$ cat src/rtl/mem_access_unit.sv
// MEM-stage load/store engine: alignment check, sram-like data port handshake, load extension.
// Optional watchdog in WAIT is enabled by defining MEM_TIMEOUT_EN.
module mem_access_unit #(
    parameter int TIMEOUT_CYCLES = 256
) (
    input  logic        clk,
    input  logic        rst,
    input  logic        ex_valid,
    input  logic [7:0]  ex_alucontrol,
    input  logic [31:0] ex_aluout,
    input  logic [31:0] ex_rt_data,
    input  logic        flush,
    output logic        data_req,
    output logic        data_wr,
    output logic [1:0]  data_size,
    output logic [31:0] data_addr,
    output logic [3:0]  data_wstrb,
    output logic [31:0] data_wdata,
    input  logic        data_addr_ok,
    input  logic        data_data_ok,
    input  logic [31:0] data_rdata,
    output logic        mem_stall,
    output logic        mem_valid,
    output logic [31:0] mem_rdata,
    output logic        exc_adel,
    output logic        exc_ades,
    output logic [31:0] exc_badvaddr
);
    localparam logic [7:0] EXE_LB_OP  = 8'b1110_0000;
    localparam logic [7:0] EXE_LH_OP  = 8'b1110_0001;
    localparam logic [7:0] EXE_LW_OP  = 8'b1110_0011;
    localparam logic [7:0] EXE_LBU_OP = 8'b1110_0100;
    localparam logic [7:0] EXE_LHU_OP = 8'b1110_0101;
    localparam logic [7:0] EXE_SB_OP  = 8'b1110_1000;
    localparam logic [7:0] EXE_SH_OP  = 8'b1110_1001;
    localparam logic [7:0] EXE_SW_OP  = 8'b1110_1011;

    typedef enum logic [1:0] {S_IDLE = 2'd0, S_REQ = 2'd1, S_WAIT = 2'd2, S_DONE = 2'd3} state_t;

    state_t     state_r;
    logic [7:0] op_r;
    logic       discard_r;
    logic       is_load_s, is_store_s, misaligned_s, start_s, drop_s;

`ifdef MEM_TIMEOUT_EN
    localparam int CNT_W = (TIMEOUT_CYCLES > 256) ? $clog2(TIMEOUT_CYCLES) : 8;
    logic [CNT_W-1:0] cnt_r;
`endif

    function automatic logic [1:0] op_size(input logic [7:0] op);
        case (op)
            EXE_LH_OP, EXE_LHU_OP, EXE_SH_OP: op_size = 2'd1;
            EXE_LW_OP, EXE_SW_OP:             op_size = 2'd2;
            default:                          op_size = 2'd0;
        endcase
    endfunction

    function automatic logic [3:0] op_wstrb(input logic [7:0] op, input logic [1:0] a);
        case (op)
            EXE_SB_OP: op_wstrb = 4'b0001 << a;
            EXE_SH_OP: op_wstrb = a[1] ? 4'b1100 : 4'b0011;
            EXE_SW_OP: op_wstrb = 4'b1111;
            default:   op_wstrb = 4'b0000;
        endcase
    endfunction

    function automatic logic [31:0] op_wdata(input logic [7:0] op, input logic [31:0] rt);
        case (op)
            EXE_SB_OP: op_wdata = {4{rt[7:0]}};
            EXE_SH_OP: op_wdata = {2{rt[15:0]}};
            EXE_SW_OP: op_wdata = rt;
            default:   op_wdata = 32'h0000_0000;
        endcase
    endfunction

    // Stores complete with zero; loads select the addressed byte/half and extend it.
    function automatic logic [31:0] load_extend(input logic [7:0] op, input logic [1:0] a,
                                                input logic [31:0] rd);
        logic [7:0]  b;
        logic [15:0] h;
        case (a)
            2'd0:    b = rd[7:0];
            2'd1:    b = rd[15:8];
            2'd2:    b = rd[23:16];
            default: b = rd[31:24];
        endcase
        h = a[1] ? rd[31:16] : rd[15:0];
        case (op)
            EXE_LB_OP:  load_extend = {{24{b[7]}}, b};
            EXE_LBU_OP: load_extend = {24'h00_0000, b};
            EXE_LH_OP:  load_extend = {{16{h[15]}}, h};
            EXE_LHU_OP: load_extend = {16'h0000, h};
            EXE_LW_OP:  load_extend = rd;
            default:    load_extend = 32'h0000_0000;
        endcase
    endfunction

    // Opcode decode, alignment check and start qualification.
    always_comb begin
        is_load_s  = 1'b0;
        is_store_s = 1'b0;
        case (ex_alucontrol)
            EXE_LB_OP, EXE_LBU_OP, EXE_LH_OP, EXE_LHU_OP, EXE_LW_OP: is_load_s = 1'b1;
            EXE_SB_OP, EXE_SH_OP, EXE_SW_OP:                         is_store_s = 1'b1;
            default: begin
                is_load_s  = 1'b0;
                is_store_s = 1'b0;
            end
        endcase
        case (op_size(ex_alucontrol))
            2'd1:    misaligned_s = ex_aluout[0];
            2'd2:    misaligned_s = |ex_aluout[1:0];
            default: misaligned_s = 1'b0;
        endcase
        start_s = ex_valid & (is_load_s | is_store_s) & (state_r == S_IDLE) & ~flush & ~rst;
        drop_s  = discard_r | flush;
    end

    // A discarded access no longer holds the pipeline.
    assign mem_stall = start_s | (((state_r == S_REQ) | (state_r == S_WAIT)) & ~discard_r);

    // Access FSM with registered port, result and exception outputs.
    always_ff @(posedge clk or posedge rst) begin
        if (rst) begin
            state_r      <= S_IDLE;
            op_r         <= 8'h00;
            discard_r    <= 1'b0;
            data_req     <= 1'b0;
            data_wr      <= 1'b0;
            data_size    <= 2'd0;
            data_addr    <= 32'h0000_0000;
            data_wstrb   <= 4'b0000;
            data_wdata   <= 32'h0000_0000;
            mem_valid    <= 1'b0;
            mem_rdata    <= 32'h0000_0000;
            exc_adel     <= 1'b0;
            exc_ades     <= 1'b0;
            exc_badvaddr <= 32'h0000_0000;
`ifdef MEM_TIMEOUT_EN
            cnt_r        <= {CNT_W{1'b0}};
`endif
        end else begin
            mem_valid <= 1'b0;
            exc_adel  <= 1'b0;
            exc_ades  <= 1'b0;
            case (state_r)
                S_IDLE: begin
                    if (start_s && misaligned_s) begin
                        exc_adel     <= is_load_s;
                        exc_ades     <= is_store_s;
                        exc_badvaddr <= ex_aluout;
                    end else if (start_s) begin
                        state_r    <= S_REQ;
                        op_r       <= ex_alucontrol;
                        discard_r  <= 1'b0;
                        data_req   <= 1'b1;
                        data_wr    <= is_store_s;
                        data_size  <= op_size(ex_alucontrol);
                        data_addr  <= ex_aluout;
                        data_wstrb <= op_wstrb(ex_alucontrol, ex_aluout[1:0]);
                        data_wdata <= op_wdata(ex_alucontrol, ex_rt_data);
                    end else begin
                        state_r <= S_IDLE;
                    end
                end
                S_REQ: begin
                    if (data_addr_ok) begin
                        // Once accepted, the access must run to completion even if flushed.
                        data_req  <= 1'b0;
                        discard_r <= flush;
`ifdef MEM_TIMEOUT_EN
                        cnt_r     <= {CNT_W{1'b0}};
`endif
                        if (data_data_ok) begin
                            state_r   <= S_DONE;
                            mem_valid <= ~flush;
                            mem_rdata <= load_extend(op_r, data_addr[1:0], data_rdata);
                        end else begin
                            state_r <= S_WAIT;
                        end
                    end else if (flush) begin
                        data_req <= 1'b0;
                        state_r  <= S_IDLE;
                    end else begin
                        state_r <= S_REQ;
                    end
                end
                S_WAIT: begin
                    discard_r <= drop_s;
                    if (data_data_ok) begin
                        state_r   <= S_DONE;
                        mem_valid <= ~drop_s;
                        mem_rdata <= load_extend(op_r, data_addr[1:0], data_rdata);
                    end
`ifdef MEM_TIMEOUT_EN
                    else if (cnt_r == CNT_W'(TIMEOUT_CYCLES - 1)) begin
                        state_r   <= S_IDLE;
                        discard_r <= 1'b0;
                        mem_valid <= ~drop_s;
                        mem_rdata <= 32'hdead_beef;
                    end else begin
                        cnt_r <= cnt_r + CNT_W'(1);
                    end
`else
                    else begin
                        state_r <= S_WAIT;
                    end
`endif
                end
                S_DONE: begin
                    state_r   <= S_IDLE;
                    discard_r <= 1'b0;
                end
                default: state_r <= S_IDLE;
            endcase
        end
    end
endmodule

$ cat config.mk
export PLATFORM = sky130hd
export DESIGN_NAME = mem_access_unit
export DESIGN_NICKNAME = d
export VERILOG_FILES = /design/src/rtl/mem_access_unit.sv
export SDC_FILE = /design/constraint.sdc
export NUM_CORES = 1
export LEC_CHECK = 0
export ABC_AREA = 1
export BUFFER_PORTS_ARGS = -buffer_cell sky130_fd_sc_hd__buf_4
export CORE_ASPECT_RATIO = 0.5
export CORE_UTILIZATION = 50
export CTS_CLUSTER_SIZE = 20
export DETAILED_ROUTE_END_ITERATION = 10
export GPL_ROUTABILITY_DRIVEN = 0
export PLACE_DENSITY = 0.83
export SLEW_MARGIN = 15
export SYNTH_ARGS = -nofsm -noshare
export SYNTH_HDL_FRONTEND = slang
export SYNTH_SLANG_ARGS = --single-unit
$ cat constraint.sdc
create_clock -name clk -period 6 [get_ports clk]
set_input_delay 0.6 -clock clk [delete_from_list [all_inputs] [get_ports clk]]
set_output_delay 0.6 -clock clk [all_outputs]
set_load 0.005 [all_outputs]
==> Word level (Yosys, flattened, before mapping) <==
Cells that the tools add are included.
Widths: inputs -> output; s select.
{ "totals": {"inputBits": 110, "wordCells": 104, "regBits": 150, "output_inout_bits": 140} }
{ "op_classes": {"muxes": 36, "shifts": 1, "reduce_logical": 15, "eq_ne": 24, "n_bitwise": 14} }
{ "ops": {"columns": ["operator", "n"], "rows": [
  ["$pmux 32 s5", 1],
  ["$eq 8x8->1 const B", 13],
  ["$pmux 32 s3", 1],
  ["$mux 32", 2],
  ["$pmux 32 s2", 1],
  ["$pmux 8 s3", 1],
  ["$mux 1", 19],
  ["$mux 16", 1],
  ["$pmux 4 s3", 1],
  ["$eq 2x2->1 const B", 4],
  ["$pmux 2 s4", 1],
  ["$eq 2x1->1 const B", 3],
  ["$ne 2x2->1 const B", 3],
  ["$pmux 1 s2", 3],
  ["$reduce_and 3->1", 2],
  ["$reduce_or 3->1", 2],
  ["$and 1x1->1", 5],
  ["$not 1->1", 5],
  ["$reduce_or 5->1", 1],
  ["$logic_not 2->1", 2],
  ["$mux 2", 2],
  ["$mux 4", 1],
  ["$or 1x1->1", 4],
  ["$pmux 1 s4", 1],
  ["8 further kinds", 11]
]} }

==> Depth between registers and ports, before layout <==
{ "depth": {"ltp_word": 11, "depth_mapped": 18, "ltp_nobuf": 16} }

==> Worst setup path after synthesis <==
OpenSTA, ideal clock, no wires.
{ "synth_path": {"path_type": "input-to-reg", "start": "in ex_alucontrol[3]", "end": "reg data_addr[10]", "cell_stages": 16, "setup_time_ns": 0.116, "t_arrival_ns": 2.577, "path_buffers": 3, "setup_slack_ns": 3.307, "required_ns": 5.884, "path_cell_list": "inv_2 nor2_2 nand3_1 clkinv_1 nor3_1 inv_1 ha_1 nor3_1 inv_1 nand3_2 buf_6 clkinv_2 buf_8 buf_12 nand2_2 nand2_1"} }
{ "synth_between": {"elab_chain_len": 11, "word_cells_on_any_way": 26, "classes_between": "eq/ne: 10; mux: 4; bitwise: 6; reduce/logical: 6"} }
{ "synth_lines": {"columns": ["item", "line_no", "text"], "rows": [
  ["from (decl)", "9", "input logic [7:0] ex_alucontrol,"],
  ["$eq 8x8->1 (on tied branches)", "51, 102", null],
  ["$reduce_or 5->1 / $reduce_or 3->1 (equally long branches)", "102", "case (ex_alucontrol)"],
  ["$mux 1", "102", null],
  ["$or 1x1->1", "115", "start_s = ex_valid & (is_load_s | is_store_s) & (state_r == S_IDLE) & ~flush & ~rst;"],
  ["$and 1x1->1 (4 in series)", "115", null],
  ["$logic_and 1x1->1", "148", "if (start_s && misaligned_s) begin"],
  ["$not 1->1 (no source line)", null, null],
  ["$reduce_and 3->1 (no source line) *", null, null],
  ["to (signal assigned)", "159", "data_addr <= ex_aluout;"],
  ["to (decl)", "16", "output logic [31:0] data_addr,"]
]} }
Mark *: on every way between the ends. The rest lies on a longest branch, timed or not.
A chain may end at the register's enable or synchronous reset.

==> Worst setup path in the final report <==
{ "layout_path": {"start": "in ex_alucontrol[3]", "end": "reg discard_r"} }
{ "layout_between": {"elab_chain_len": 11, "word_cells_on_any_way": 27, "classes_between": "eq/ne: 12; mux: 4; bitwise: 5; reduce/logical: 6"} }
{ "layout_lines": {"columns": ["item", "line_no", "text"], "rows": [
  ["$eq 8x8->1 (on tied branches)", "51, 102", null],
  ["$reduce_or 5->1 / $reduce_or 3->1 (equally long branches)", "102", null],
  ["$mux 1", "102", null],
  ["$or 1x1->1", "115", null],
  ["$and 1x1->1 (4 in series)", "115", null],
  ["$logic_and 1x1->1", "148", null],
  ["$ne 2x2->1 (no source line)", null, null],
  ["$reduce_and 3->1 (no source line) *", null, null],
  ["to (signal assigned)", "170", "discard_r <= flush;"],
  ["to (signal assigned)", "189", "discard_r <= drop_s;"],
  ["to (decl)", "42", "logic discard_r;"]
]} }
Marked as above.

==> parameters.txt <==
Parameter                              Value

Placement
  Placed cell areas    9082 sq um
  Number of I/O port buffers    249
  Detail Placement HPWL    ~14,000 um

Timing
  Number of pins with negative max-slew slack in the final report    0
  Share of the clock period used by the worst path after layout    63.99%
  Clock Skew    0.01177 ns
  Worst max-slew margin expressed relative to the limit    31.20%
  Unrepaired setup endpoints after global routing    false
  Highest Clock Rate    0.2605 GHz
  Final Hold Vio Count    0
  Final TNS setup    0 ns
  Final worst path period need    3.839 ns
  Actual transition at the worst max-transition pin    between 1 and 1.5 ns
  Final-report setup violation count    0
  Worst Hold Margin    0.3160 ns

Clock tree
  Post-CTS clock slew at the launch and capture registers of the worst setup and hold paths    about 0.070 ns
  Cts repair resizes    0
  Clock buffer depth    2
  Number of levels in the clock H-tree    4
  Latest clock arrival within the worst-skew pair    just over 0.4 ns
  Clock tree sinks    150
  Clock buffers created by TritonCTS    17
  TritonCTS clock tree    done
  Number of hold buffers added after CTS    0
  CTS root buf    clkbuf_16
  Post-CTS repair timing setup buffer count    0

GRT
  Antenna violations before repair    0
  Vias in the first global route    slightly below 7,000
  Remaining global-route overflow    0
  First-pass GRT wire length    between 30,000 and 40,000 um
  Maximum number of pins on one net before global-route repair    110
  Total routing usage reported by global routing    27.71%

Floorplanning
  Placement Rows    30
  Total die area    14,890 sq um
  I/O pin count    250
  Placeable Area    13,780 sq um
  Y dimension of the die    86.79 um
  X dimension of the die    171.6 um
  Effective utilization at floorplan    52.19%

Pwr
  IR Drop Worst-Case VDD    176.8 uV
  Leakage power    5.439 nW
  Post-layout total power    2.308 mW
  Power per cell area    between 200 and 250 nW/um^2

Final layout
  Number of antenna cells inserted    0
  Count of filler cells inserted in the layout    1,122
  Area growth from synthesis to layout    33.94%
  Number of nets in the final layout    1,256
  Area of all placed cells without fillers    9629 sq um
  Most common cell after layout, fill and taps aside    nand2_1
  Commonest cells after routing, fill and taps aside    nand2_1 (369), buf_4 (253), dfrtp_1 (150)
  Fraction of final layout cells with drive strength greater than 1    27.58%

Routing
  DRC violations left    0
  Wire per inst    14.99 um
  Antenna violation net count after detailed routing    0
  Vias per cell    5.208
  Number of detailed-routing iterations run before antenna repair    6
  Aggregate routed wire length    20,170 um
  Count of routing violations after the opening detailed-route iteration    682
  Routed via count    roughly 7,000

Logic synthesis
  Count of mapped cells out of synthesis    911
  Seq/Total Area, Yosys    52.21%
  Post-synthesis net count    just over 1,000
  Synthesized cell area    a little over 7000 sq um
  Per-instance average area after synthesis    7.892 sq um
  Synth Warn #    0
  Number of distinct library cell variants in the gate-level netlist after synthesis    35
  Number of register bits inferred by synthesis    150

Worst setup path
  R2R cell count    8
  Worst Setup End Kind    flip-flop
  WP data arrival    4.14 ns
  Critical path class    primary input to flip-flop
  Endpoint of the worst register-to-register path    mem_rdata[28]$_DFFE_PP0P_
  Source of the worst register-to-register timing path    data_addr[1]$_DFFE_PP0P_
  Critical Path RT    6.30 ns
  Register-to-register path setup slack    3.07 ns
  Biggest fanout along the worst timing path    about 110
  Worst Setup Start Kind    primary input

Worst hold path
  Min-delay worst type    primary input to asynchronous set/reset pin

Outcome
  Result of the run    finished clean

Job
  Max Cap Viol    0
==> power breakdown <==
group | internal, mW | total (mW) | switching (mW)
Clock | 0.539 | 0.995 | 0.456
Combinational | 0.116 | 0.236 | 0.120
Sequential | 1.05 | 1.08 | 0.0278
==> through the flow <==
stage | setup WS, ns | std cells | util [%]
global placement | 1.993 | 1313 | 65.93
detailed placement | 1.809 | 1313 | 65.93
CTS | 2.207 | 1345 | 69.90
floorplan | 1.364 | 911 | -
global route | 1.812 | 1345 | 69.90
finish | 2.161 | 1345 | 69.90
==> cell type report <==
cell class / instances / area [sq um] / share of cell area (%)
Multi-Input combinational cell: 634 / 2868 / 29.78
Timing Repair Buffer: 253 / 1899 / 19.72
Clock inverter: 14 / 117.6 / 1.221
Clock buffer: 18 / 429.2 / 4.457
Tap cell: 192 / 240.2 / 2.495
Inverter: 84 / 321.6 / 3.339
Sequential cell: 150 / 3754 / 38.98
==> Yosys cell counts (all sizes together) <==
| library cell | instances | area share [%] |
|---|---|---|
| a21oi | 19 | 1.3 |
| o21ai | 70 | 4.9 |
| o211ai | 16 | 1.7 |
| ha | 6 | 1.0 |
| nand3 | 41 | 3.0 |
| o31ai | 1 | 0.10 |
| nand2 | 390 | 21 |
| o21a | 2 | 0.21 |
| clkinv | 4 | 0.23 |
| nand4 | 2 | 0.17 |
| dfrtp | 150 | 52 |
| o22ai | 11 | 0.96 |
| nor3 | 7 | 0.64 |
| a22oi | 1 | 0.10 |
| a31oi | 3 | 0.26 |
| o22a | 4 | 0.49 |
| a211oi | 6 | 0.63 |
| buf | 28 | 2.8 |
| inv | 80 | 4.2 |
| clkbuf | 15 | 0.78 |
| nor2 | 51 | 2.9 |
| or2 | 4 | 0.35 |
==> sequential cells by signal (all words and copies together) (netlist names), 2 cells and up, named ones only <==
| register | flops |
|---|---|
| data_size | 2 |
| exc_badvaddr | 32 |
| op_r | 8 |
| data_wstrb | 4 |
| mem_rdata | 32 |
| data_addr | 32 |
| data_wdata | 32 |
==> layer usage <==
layer  global-route usage, %  up-vias  part of all wire, %
li1                        -     3338                    -
met3                   6.164       51                  7.3
met4                   10.80        0                  2.4
met1                   35.47     3304                   42
met5                       0        -                    0
met2                   46.19      312                   48
==> logic make-up after synthesis <==
kind of cell               Yosys count  synth area share, %
and+or+nand+nor                    495                28.12
DFF                                150                52.21
AOI/OAI and AO/OA                  133                10.62
buffers and inverters              127                8.005
adders and majority gates            6                1.044
==> worst max-delay path, cell delays in order <==
cell and delay [ns]:
buf_4 0.12, inv_2 0.09, nor2_2 0.06, nand3_1 0.38, clkinv_1 0.42, nor3_1 0.44, inv_1 0.09, ha_1 0.28
nor3_1 0.24, inv_1 0.11, nand3_4 0.09, buf_4 0.77, nand2_1 0.22, nand3_1 0.14, nand2_1 0.06
==> worst max-delay path by stage <==
stage                     slack (ns)  depth (start not counted)                          to             start
final                           2.16                         15       discard_r$_DFFE_PP0P_  ex_alucontrol[3]
after global routing            1.81                         15       discard_r$_DFFE_PP0P_  ex_alucontrol[3]
after CTS                       2.21                         15       discard_r$_DFFE_PP0P_  ex_alucontrol[3]
after detailed placement        1.81                         13      state_r[0]$_DFFE_PP0N_  ex_alucontrol[3]
after global placement          1.99                         15       discard_r$_DFFE_PP0P_  ex_alucontrol[3]
after floorplan                 1.36                          1  asynchronous set/reset pin               rst
Power figures use the tool's default switching activity.
